==> config.mk <==
export PLATFORM = sky130hd
export DESIGN_NAME = fifo_wr_arbiter_flat
export DESIGN_NICKNAME = d
export VERILOG_FILES = /design/src/rtl/fifo_wr_arbiter_if.sv /design/src/rtl/fifo_wr_arbiter.sv /design/src/flat_wrapper.sv
export SDC_FILE = /design/constraint.sdc
export NUM_CORES = 1
export LEC_CHECK = 0
export ABC_AREA = 1
export CAP_MARGIN = 20
export CORE_MARGIN = 3
export CORE_UTILIZATION = 41
export CTS_CLUSTER_SIZE = 10
export DETAILED_ROUTE_END_ITERATION = 10
export GPL_ROUTABILITY_DRIVEN = 0
export HOLD_SLACK_MARGIN = 0.15
export PLACE_DENSITY = 0.95
export RECOVER_POWER = 25
export SLEW_MARGIN = 20
export SYNTH_ARGS = -nofsm -noshare
export SYNTH_HDL_FRONTEND = slang
export SYNTH_SLANG_ARGS = --single-unit
==> constraint.sdc <==
create_clock -name clk -period 4 [get_ports clk]
set_clock_uncertainty 0.05 [all_clocks]
set_input_delay 0.6 -clock clk [delete_from_list [all_inputs] [get_ports clk]]
set_output_delay 0.6 -clock clk [all_outputs]
set_load 0.01 [all_outputs]
==> src/rtl/fifo_wr_arbiter_if.sv <==
`default_nettype none
// ============================================================================
// Module      : fifo_wr_arbiter_if
// Description : Producer handshake and FIFO write-port bundle for the arbiter.
// Revision    : 1.0 - initial release
// ============================================================================
interface fifo_wr_arbiter_if #(
    parameter int NUM_REQ    = 4,
    parameter int DATA_WIDTH = 8
);
    localparam int ID_W = $clog2(NUM_REQ);

    logic [NUM_REQ-1:0]            req_valid;
    logic [NUM_REQ*DATA_WIDTH-1:0] req_data;
    logic [NUM_REQ-1:0]            req_ready;
    logic                          fifo_full;
    logic                          fifo_w_en;
    logic [DATA_WIDTH-1:0]         fifo_data_in;
    logic [ID_W-1:0]               grant_id;
    logic                          busy;

    modport master (
        input  req_valid, req_data, fifo_full,
        output req_ready, fifo_w_en, fifo_data_in, grant_id, busy
    );

    modport slave (
        output req_valid, req_data, fifo_full,
        input  req_ready, fifo_w_en, fifo_data_in, grant_id, busy
    );
endinterface
`default_nettype wire

==> src/rtl/fifo_wr_arbiter.sv <==
`default_nettype none
// ============================================================================
// Module      : fifo_wr_arbiter
// Description : Round-robin, burst-limited arbiter sharing one FIFO write port.
// Revision    : 1.0 - initial release
// ============================================================================
module fifo_wr_arbiter #(
    parameter int NUM_REQ    = 4,
    parameter int DATA_WIDTH = 8,
    parameter int MAX_BURST  = 4
) (
    input  wire logic         clk,
    input  wire logic         rst,
    fifo_wr_arbiter_if.master bus
);
    localparam int ID_W  = $clog2(NUM_REQ);
    localparam int CNT_W = $clog2(MAX_BURST + 1);
    localparam logic [NUM_REQ-1:0] c_one_hot0 = NUM_REQ'(1);
    localparam logic [CNT_W-1:0]   c_last_cnt = CNT_W'(MAX_BURST - 1);
    localparam logic [ID_W-1:0]    c_last_id  = ID_W'(NUM_REQ - 1);

    typedef enum logic [0:0] {
        IDLE  = 1'b0,
        GRANT = 1'b1
    } state_t;

    state_t           r_state, w_state_n;
    logic [ID_W-1:0]  r_grant_id, w_grant_id_n;
    logic [ID_W-1:0]  r_rr_ptr, w_rr_ptr_n;
    logic [CNT_W-1:0] r_burst_cnt, w_burst_cnt_n;

    logic             w_found;
    logic [ID_W-1:0]  w_winner;
    logic [ID_W-1:0]  w_winner_next;
    logic             w_owner_valid;
    logic             w_xfer;
    logic             w_release;

    // Round-robin search: first requester at or after r_rr_ptr, wrapping.
    always_comb begin
        int idx;
        w_found  = 1'b0;
        w_winner = '0;
        for (int k = 0; k < NUM_REQ; k++) begin
            idx = int'(r_rr_ptr) + k;
            if (idx >= NUM_REQ) begin
                idx = idx - NUM_REQ;
            end
            if (!w_found && bus.req_valid[idx]) begin
                w_found  = 1'b1;
                w_winner = ID_W'(idx);
            end
        end
    end

    assign w_winner_next = (w_winner == c_last_id) ? '0 : w_winner + ID_W'(1);

    assign w_owner_valid = bus.req_valid[r_grant_id];
    assign w_xfer        = (r_state == GRANT) && w_owner_valid && !bus.fifo_full;
    // A stalled owner keeps its grant; only a dropped valid or a finished burst releases it.
    assign w_release     = (r_state == GRANT) &&
                           (!w_owner_valid || (w_xfer && (r_burst_cnt == c_last_cnt)));

    assign bus.req_ready    = w_xfer ? (c_one_hot0 << r_grant_id) : '0;
    assign bus.fifo_w_en    = w_xfer;
    assign bus.fifo_data_in = bus.req_data[r_grant_id*DATA_WIDTH +: DATA_WIDTH];
    assign bus.grant_id     = r_grant_id;
    assign bus.busy         = (r_state == GRANT);

    always_comb begin
        w_state_n     = r_state;
        w_grant_id_n  = r_grant_id;
        w_rr_ptr_n    = r_rr_ptr;
        w_burst_cnt_n = r_burst_cnt;
        case (r_state)
            IDLE: begin
                if (w_found) begin
                    w_state_n     = GRANT;
                    w_grant_id_n  = w_winner;
                    w_rr_ptr_n    = w_winner_next;
                    w_burst_cnt_n = '0;
                end
            end
            GRANT: begin
                if (w_release) begin
                    w_burst_cnt_n = '0;
                    if (w_found) begin
                        w_grant_id_n = w_winner;
                        w_rr_ptr_n   = w_winner_next;
                    end else begin
                        w_state_n = IDLE;
                    end
                end else if (w_xfer) begin
                    w_burst_cnt_n = r_burst_cnt + CNT_W'(1);
                end
            end
            default: begin
                w_state_n = IDLE;
            end
        endcase
    end

    always_ff @(posedge clk or negedge rst) begin
        if (!rst) begin
            r_state     <= IDLE;
            r_grant_id  <= '0;
            r_rr_ptr    <= '0;
            r_burst_cnt <= '0;
        end else begin
            r_state     <= w_state_n;
            r_grant_id  <= w_grant_id_n;
            r_rr_ptr    <= w_rr_ptr_n;
            r_burst_cnt <= w_burst_cnt_n;
        end
    end
endmodule
`default_nettype wire

==> src/flat_wrapper.sv <==
// flat-port wrapper written by rule: the top's interface ports become plain ports
module fifo_wr_arbiter_flat 
#(
    parameter int NUM_REQ    = 4,
    parameter int DATA_WIDTH = 8,
    parameter int MAX_BURST  = 4
)
  (clk, rst, bus_req_valid, bus_req_data, bus_fifo_full, bus_req_ready, bus_fifo_w_en, bus_fifo_data_in, bus_grant_id, bus_busy);
  fifo_wr_arbiter_if #(.NUM_REQ(NUM_REQ), .DATA_WIDTH(DATA_WIDTH)) bus_i ();
  input  wire logic clk;
  input  wire logic rst;
  input wire logic [$bits(bus_i.req_valid)-1:0] bus_req_valid;
  input wire logic [$bits(bus_i.req_data)-1:0] bus_req_data;
  input wire logic [$bits(bus_i.fifo_full)-1:0] bus_fifo_full;
  output wire logic [$bits(bus_i.req_ready)-1:0] bus_req_ready;
  output wire logic [$bits(bus_i.fifo_w_en)-1:0] bus_fifo_w_en;
  output wire logic [$bits(bus_i.fifo_data_in)-1:0] bus_fifo_data_in;
  output wire logic [$bits(bus_i.grant_id)-1:0] bus_grant_id;
  output wire logic [$bits(bus_i.busy)-1:0] bus_busy;
  assign bus_i.req_valid = bus_req_valid;
  assign bus_i.req_data = bus_req_data;
  assign bus_i.fifo_full = bus_fifo_full;
  assign bus_req_ready = bus_i.req_ready;
  assign bus_fifo_w_en = bus_i.fifo_w_en;
  assign bus_fifo_data_in = bus_i.fifo_data_in;
  assign bus_grant_id = bus_i.grant_id;
  assign bus_busy = bus_i.busy;
  fifo_wr_arbiter #(.NUM_REQ(NUM_REQ), .DATA_WIDTH(DATA_WIDTH), .MAX_BURST(MAX_BURST)) u_core (.clk(clk), .rst(rst), .bus(bus_i));
endmodule
==> out/results.txt, run 1 <==
Status -> finished clean
Die area -> 2980 um^2
First-pass GRT wire length -> 4980 um
Min Clock Period, post-route -> 3.62 ns
VDD IR max -> 418 uV
CTS root buffer -> clkbuf_4
Total clock sinks -> 8
DR iter-0 viols -> 49
Placed wire-length estimate -> 2650 um
CTS clk-pin slew, worst paths -> 0.06 ns
Crit-path cells -> inv_1, nor2_1, a22oi_1, o221ai_1, and2_1, nand2_1, nor3_1, clkdlybuf4s50_1
Diodes inserted -> 0
Wire per inst -> 13.7 um
PostCTS Resize Cnt -> 0
CP peak stage delay -> 0.58 ns
Seq/Total Area, Yosys -> 0.207
Clock Latency Late Sink -> 0.26 ns
Layout cells sized above 1 -> 0.0981
Cell family with most CP delay -> simple AND/OR/NAND/NOR gates
Final setup viols -> 0
Initial Utilization -> 0.460
I/O pins -> 55
Worst reg2reg setup slack -> 1.62 ns
CTS Hold Bufs -> 0
Core box area -> 2100 um^2
Total negative slack -> 0 ns
R2r endpoint -> u_core.r_rr_ptr[1]
Slowest CP cell -> dfrtp_1
Nets@finish -> 257
GRT Residual Overflow -> 0
Finished Layout Cells -> 241
Setup ws final -> 0.384 ns
CP Max Fanout -> 14
CP endpoint -> bus_req_ready[0]
Largest net degree at the start of global routing -> 25
Most common cell after layout, fill and taps aside -> clkdlybuf4s50_1
Row count -> 16
Die Y -> 54.6 um
Placed cell count -> 238
Total Routing Usage GR -> 0.222
Final Cycle Share -> 0.904
Pre-CTS WS -> 0.643 ns
Crit path DAT -> 2.97 ns
Port Buf Inserts -> 54
Reg2Reg Depth -> 9
Fin. max-slew vios -> 0
Req. time, crit path -> 3.35 ns
Die width -> 54.6 um
Warnings from Yosys -> 0
WS Path Type -> reg -> out
TritonCTS buffer count -> 3
Largest buffer count on any clock path -> 2
Critical Path Stages -> 8
Reg-to-reg startpoint -> u_core.bus.grant_id[0]
Mapped Nets -> 204
Min-Delay Path Class -> reg -> reg
WL final -> 3300 um
Area Overhead vs Synth -> 57.8%
FMAX -> 277 MHz
Post-Syn Area -> 967 um^2
Via count -> 1296
Via/cell ratio -> 5.38
Cells after synthesis -> 163
Worst slew pin tran -> 0.679 ns
Endpoint class of the critical path -> output pin
Leakage -> 0.755 nW
CTS tree -> built
Syn Area/Cell -> 5.93 um^2
Synth cell types -> 22
Commonest cells after routing, fill and taps aside -> clkdlybuf4s50_1 (53), nand2_1 (51), nand3_1 (34), inv_1 (19), nand2_2 (12)
Vias in the first global route -> 1223
Synth Register Bits -> 8
Pwr dens -> 710 nW/um^2
Endpoints failing hold -> 0
Worst setup SP type -> register
Post-CTS Setup Repair Bufs -> 0
RSZ-0062 raised after global routing -> false
Initial antenna violation count -> 0
Max-slew headroom -> 0.547
DR pass1 iterations -> 4
Max-cap violations -> 0
CP startpoint -> u_core.bus.grant_id[0]
Post-route ant nets -> 0
DRC viols -> 0
CTS HTree Levels -> 1
Critical path buffers and inverters -> 2
## per-stage QoR
stage	total power, mW	hold WS (ns)	cell area (um^2)	utilization
after global routing	1.18	0.455	1530	0.726
after detailed placement	1.00	0.414	1500	0.715
final	1.08	0.423	1530	0.726
after floorplan	0.730	0.254	967	-
after CTS	1.07	0.428	1530	0.726
after global placement	0.968	0.408	1500	0.715
## synthesized netlist by cell type
cell | n | area (um^2)
nand2_1 | 51 | 191
nand3_1 | 34 | 170
inv_1 | 19 | 71.3
nand2_2 | 12 | 75.1
a22oi_1 | 9 | 67.6
dfrtp_1 | 8 | 200
nor2_1 | 6 | 22.5
clkbuf_1 | 3 | 11.3
o21ai_0 | 3 | 15.0
buf_6 | 2 | 22.5
ha_1 | 2 | 25.0
inv_2 | 2 | 7.51
nand4_1 | 2 | 12.5
nor3_1 | 2 | 10.0
a21boi_0 | 1 | 7.51
and2_1 | 1 | 6.26
buf_1 | 1 | 3.75
nand3_2 | 1 | 10.0
nor2_4 | 1 | 11.3
o21ai_2 | 1 | 8.76
o221ai_1 | 1 | 8.76
or2_4 | 1 | 8.76
## kinds of logic after synthesis
| group | count (synthesis) | synth area share |
|---|---|---|
| adders and majority gates | 2 | 0.0259 |
| AOI/OAI and AO/OA | 15 | 0.111 |
| DFF | 8 | 0.207 |
| and+or+nand+nor | 111 | 0.536 |
| buffers and inverters | 27 | 0.120 |
## worst min-delay path, stage by stage, from the launching register on
cell and delay, ns:
dfrtp_1 0.34, nand2_1 0.05, nand2_1 0.05
## report_power, final
part           internal, mW  switching, mW
clock network        0.0345         0.0302
registers             0.114         0.0817
logic                 0.360          0.463
## area by class of cell
| type | count | area, um^2 |
|---|---|---|
| repair buffers | 54 | 541 |
| clock buffers | 3 | 22.5 |
| fillers | 148 | 576 |
| well taps | 27 | 33.8 |
| inverters | 21 | 78.8 |
| flip-flops and latches | 8 | 200 |
| multi-input cells | 128 | 651 |
## metal layers
metal | wire length [um] | up-vias | part of all wire | track usage
met2 | 1620 | 84 | 0.49 | 0.428
met3 | 515 | 4 | 0.16 | 0.0627
met1 | 1150 | 567 | 0.35 | 0.228
met4 | 19 | 0 | 0.0058 | 0.0664
met5 | 0 | - | 0 | 0
li1 | - | 641 | - | -
## worst min-delay path by stage
stage,from,slack (ns),depth (start not counted),endpoint
after floorplan,rst,0.25,0,asynchronous set/reset pin
final,u_core.r_burst_cnt[2],0.42,2,u_core.r_burst_cnt[2]
after global placement,u_core.r_burst_cnt[1],0.41,2,u_core.r_burst_cnt[1]
after detailed placement,u_core.r_burst_cnt[2],0.41,2,u_core.r_burst_cnt[2]
after global routing,u_core.r_burst_cnt[2],0.45,2,u_core.r_burst_cnt[2]
after CTS,u_core.r_burst_cnt[2],0.43,2,u_core.r_burst_cnt[2]
Power figures use the tool's default switching activity.
==> run 2: changes to the inputs <==
--- a/config.mk
+++ b/config.mk
@@ -17,3 +17,3 @@
 export RECOVER_POWER = 25
-export SLEW_MARGIN = 20
+export REMOVE_ABC_BUFFERS = 1
 export SYNTH_ARGS = -nofsm -noshare
==> constraint.sdc (replaced) <==
create_clock -name clk -period 4 [get_ports clk]
set_clock_uncertainty 0.05 [all_clocks]
set_input_delay 0.8 -clock clk [delete_from_list [all_inputs] [get_ports clk]]
set_output_delay 0.8 -clock clk [all_outputs]
set_load 0.01 [all_outputs]
==> run 2 against run 1 <==
Net effect:
- global-route usage up 1.4 points
- register-to-register slack about the same
- die area is the same
- count of clock-buffer cells in the layout unchanged
- sequential power about the same
- flip-flop and latch count unchanged
- critical path depth is 1 lower
- utilization increased by 0.36 points
- sequential share of layout area down 0.064 points
- first-iteration DRC count shrank 37%
- critical endpoint unchanged
==> out/results.txt, run 2 (same netlist as run 1, synthesis figures left out) <==
Status -> finished clean (unchanged)
VDD IR max -> 411 uV (was 418 uV)
Leakage -> 0.761 nW (was 0.755 nW)
WL final -> 3380 um (was 3300 um)
Fin. max-slew vios -> 0 (unchanged)
Core box area -> 2100 um^2 (unchanged)
CTS clk-pin slew, worst paths -> 0.06 ns (about the same)
CTS HTree Levels -> 1 (unchanged)
Placed wire-length estimate -> 2830 um (was 2650 um)
Area Overhead vs Synth -> 58.6% (was 57.8%)
Endpoint class of the critical path -> output pin (unchanged)
Initial antenna violation count -> 0 (unchanged)
Diodes inserted -> 0 (unchanged)
Initial Utilization -> 0.460 (unchanged)
Final Cycle Share -> 0.948 (was 0.904)
Comb pwr share -> 0.766 (was 0.760)
PostCTS Resize Cnt -> 0 (unchanged)
DR pass1 iterations -> 4 (unchanged)
Int Power -> 0.516 mW (was 0.508 mW)
Via/cell ratio -> 5.41 (was 5.38)
Total negative slack -> 0 ns (unchanged)
Row count -> 16 (unchanged)
Total clock sinks -> 8 (unchanged)
Final hold slack -> 0.449 ns (was 0.423 ns)
Worst setup SP type -> register (unchanged)
Die area -> 2980 um^2 (unchanged)
Total Routing Usage GR -> 0.237 (was 0.222)
CP startpoint -> u_core.bus.grant_id[1] (was u_core.bus.grant_id[0])
DP Area -> 1510 um^2 (was 1500 um^2)
Layout cells sized above 1 -> 0.102 (was 0.0981)
Nets@finish -> 258 (was 257)
Die Y -> 54.6 um (unchanged)
DR iter-0 viols -> 31 (was 49)
Port Buf Inserts -> 54 (unchanged)
Req. time, crit path -> 3.15 ns (was 3.35 ns)
Final setup viols -> 0 (unchanged)
CTS Hold Bufs -> 0 (unchanged)
Reg-to-reg startpoint -> u_core.bus.grant_id[1] (was u_core.bus.grant_id[0])
Commonest cells after routing, fill and taps aside -> clkdlybuf4s50_1 (53), nand2_1 (51), nand3_1 (34), inv_1 (19), nand2_2 (12) (unchanged)
I/O pins -> 55 (unchanged)
CTS root buffer -> clkbuf_4 (unchanged)
Post-CTS Setup Repair Bufs -> 0 (unchanged)
Pwr dens -> 714 nW/um^2 (was 710 nW/um^2)
Min-Delay Path Class -> reg -> reg (unchanged)
Clock Latency Late Sink -> 0.25 ns (was 0.26 ns)
Sequential group share of total power -> 0.179 (was 0.180)
Die width -> 54.6 um (unchanged)
Vias in the first global route -> 1213 (was 1223)
Switching Share -> 0.529 (was 0.531)
RSZ-0062 raised after global routing -> false (unchanged)
Crit path DAT -> 2.94 ns (was 2.97 ns)
Max-cap violations -> 0 (unchanged)
Wire per inst -> 14.0 um (was 13.7 um)
CTS tree -> built (unchanged)
Most common cell after layout, fill and taps aside -> clkdlybuf4s50_1 (unchanged)
Largest buffer count on any clock path -> 2 (unchanged)
TritonCTS buffer count -> 3 (unchanged)
DRC viols -> 0 (unchanged)
GRT Residual Overflow -> 0 (unchanged)
Largest net degree at the start of global routing -> 25 (unchanged)
Endpoints failing hold -> 0 (unchanged)
Finished layout cell area -> 1530 um^2 (about the same)
CP Max Fanout -> 24 (was 14)
WS Path Type -> reg -> out (unchanged)
Min-delay src -> u_core.r_burst_cnt[2] (unchanged)
Via count -> 1309 (was 1296)
Min Clock Period, post-route -> 3.79 ns (was 3.62 ns)
First-pass GRT wire length -> 5120 um (was 4980 um)
Worst slew pin tran -> 0.704 ns (was 0.679 ns)
FMAX -> 264 MHz (was 277 MHz)
Clock share of power -> 0.055 (was 0.060)
Switch Pwr -> 0.580 mW (was 0.575 mW)
Max-slew headroom -> 0.531 (was 0.547)
Post-route ant nets -> 0 (unchanged)
-- run 2: cell count changes in the layout (fill, tap and decap cells not counted) --
cell	change
buf_4	+1
-- run 2: stage by stage --
| stage | utilization | setup WS, ns | std cells | total power, mW |
|---|---|---|---|---|
| 3_3_place_gp | 0.719 | 0.504 | 239 | 0.980 |
| 2_1_floorplan | - | 1.25 | 157 | 0.696 |
| 3_5_place_dp | 0.719 | 0.416 | 239 | 1.03 |
| 5_1_grt | 0.730 | 0.00577 | 242 | 1.20 |
| 4_1_cts | 0.730 | 0.225 | 242 | 1.09 |
| 6_report | 0.730 | 0.209 | 242 | 1.10 |
-- run 2: per-layer routing --
metal	up-vias	wire, um	GRT usage
li1	641	-	-
met1	582	1240	0.236
met2	73	1630	0.430
met3	13	385	0.0627
met4	0	123	0.145
met5	-	0	0
-- run 2: path summary, 6_finish.rpt --
check / to / slack (ns) / depth (start not counted)
setup / recovery: bus_req_ready[0] / 0.21 / 7
hold / removal: u_core.r_burst_cnt[2] / 0.45 / 2
setup reg to reg: u_core.bus.grant_id[0] / 1.63 / 8
hold reg to reg: u_core.r_burst_cnt[2] / 0.45 / 2
max in group asynchronous: u_core.r_burst_cnt[1] / 2.77 / 1
min in group asynchronous: asynchronous set/reset pin / 0.85 / 1
-- run 2: critical path, stage by stage (launching register included) --
cell and delay, ns:
dfrtp_1 0.64, nor2_1 0.59, a22oi_1 0.24, o221ai_1 0.20, and2_1 0.19, nand2_1 0.11
nor3_1 0.15, clkdlybuf4s50_1 0.57
-- run 2: cell type report --
type / instances / area, um^2
clock buffers: 3 / 22.5
fillers: 160 / 568
inverters: 21 / 78.8
multi-input cells: 128 / 651
flip-flops and latches: 8 / 200
well taps: 27 / 33.8
repair buffers: 55 / 548
-- run 2: power by group through the flow --
stage | combinational (mW) | sequential, mW | clock, mW
finish | 0.839 | 0.196 | 0.0602
global route | 0.928 | 0.205 | 0.0670
CTS | 0.836 | 0.193 | 0.0621
detailed placement | 0.834 | 0.195 | 0
global placement | 0.789 | 0.191 | 0
floorplan | 0.516 | 0.180 | 0
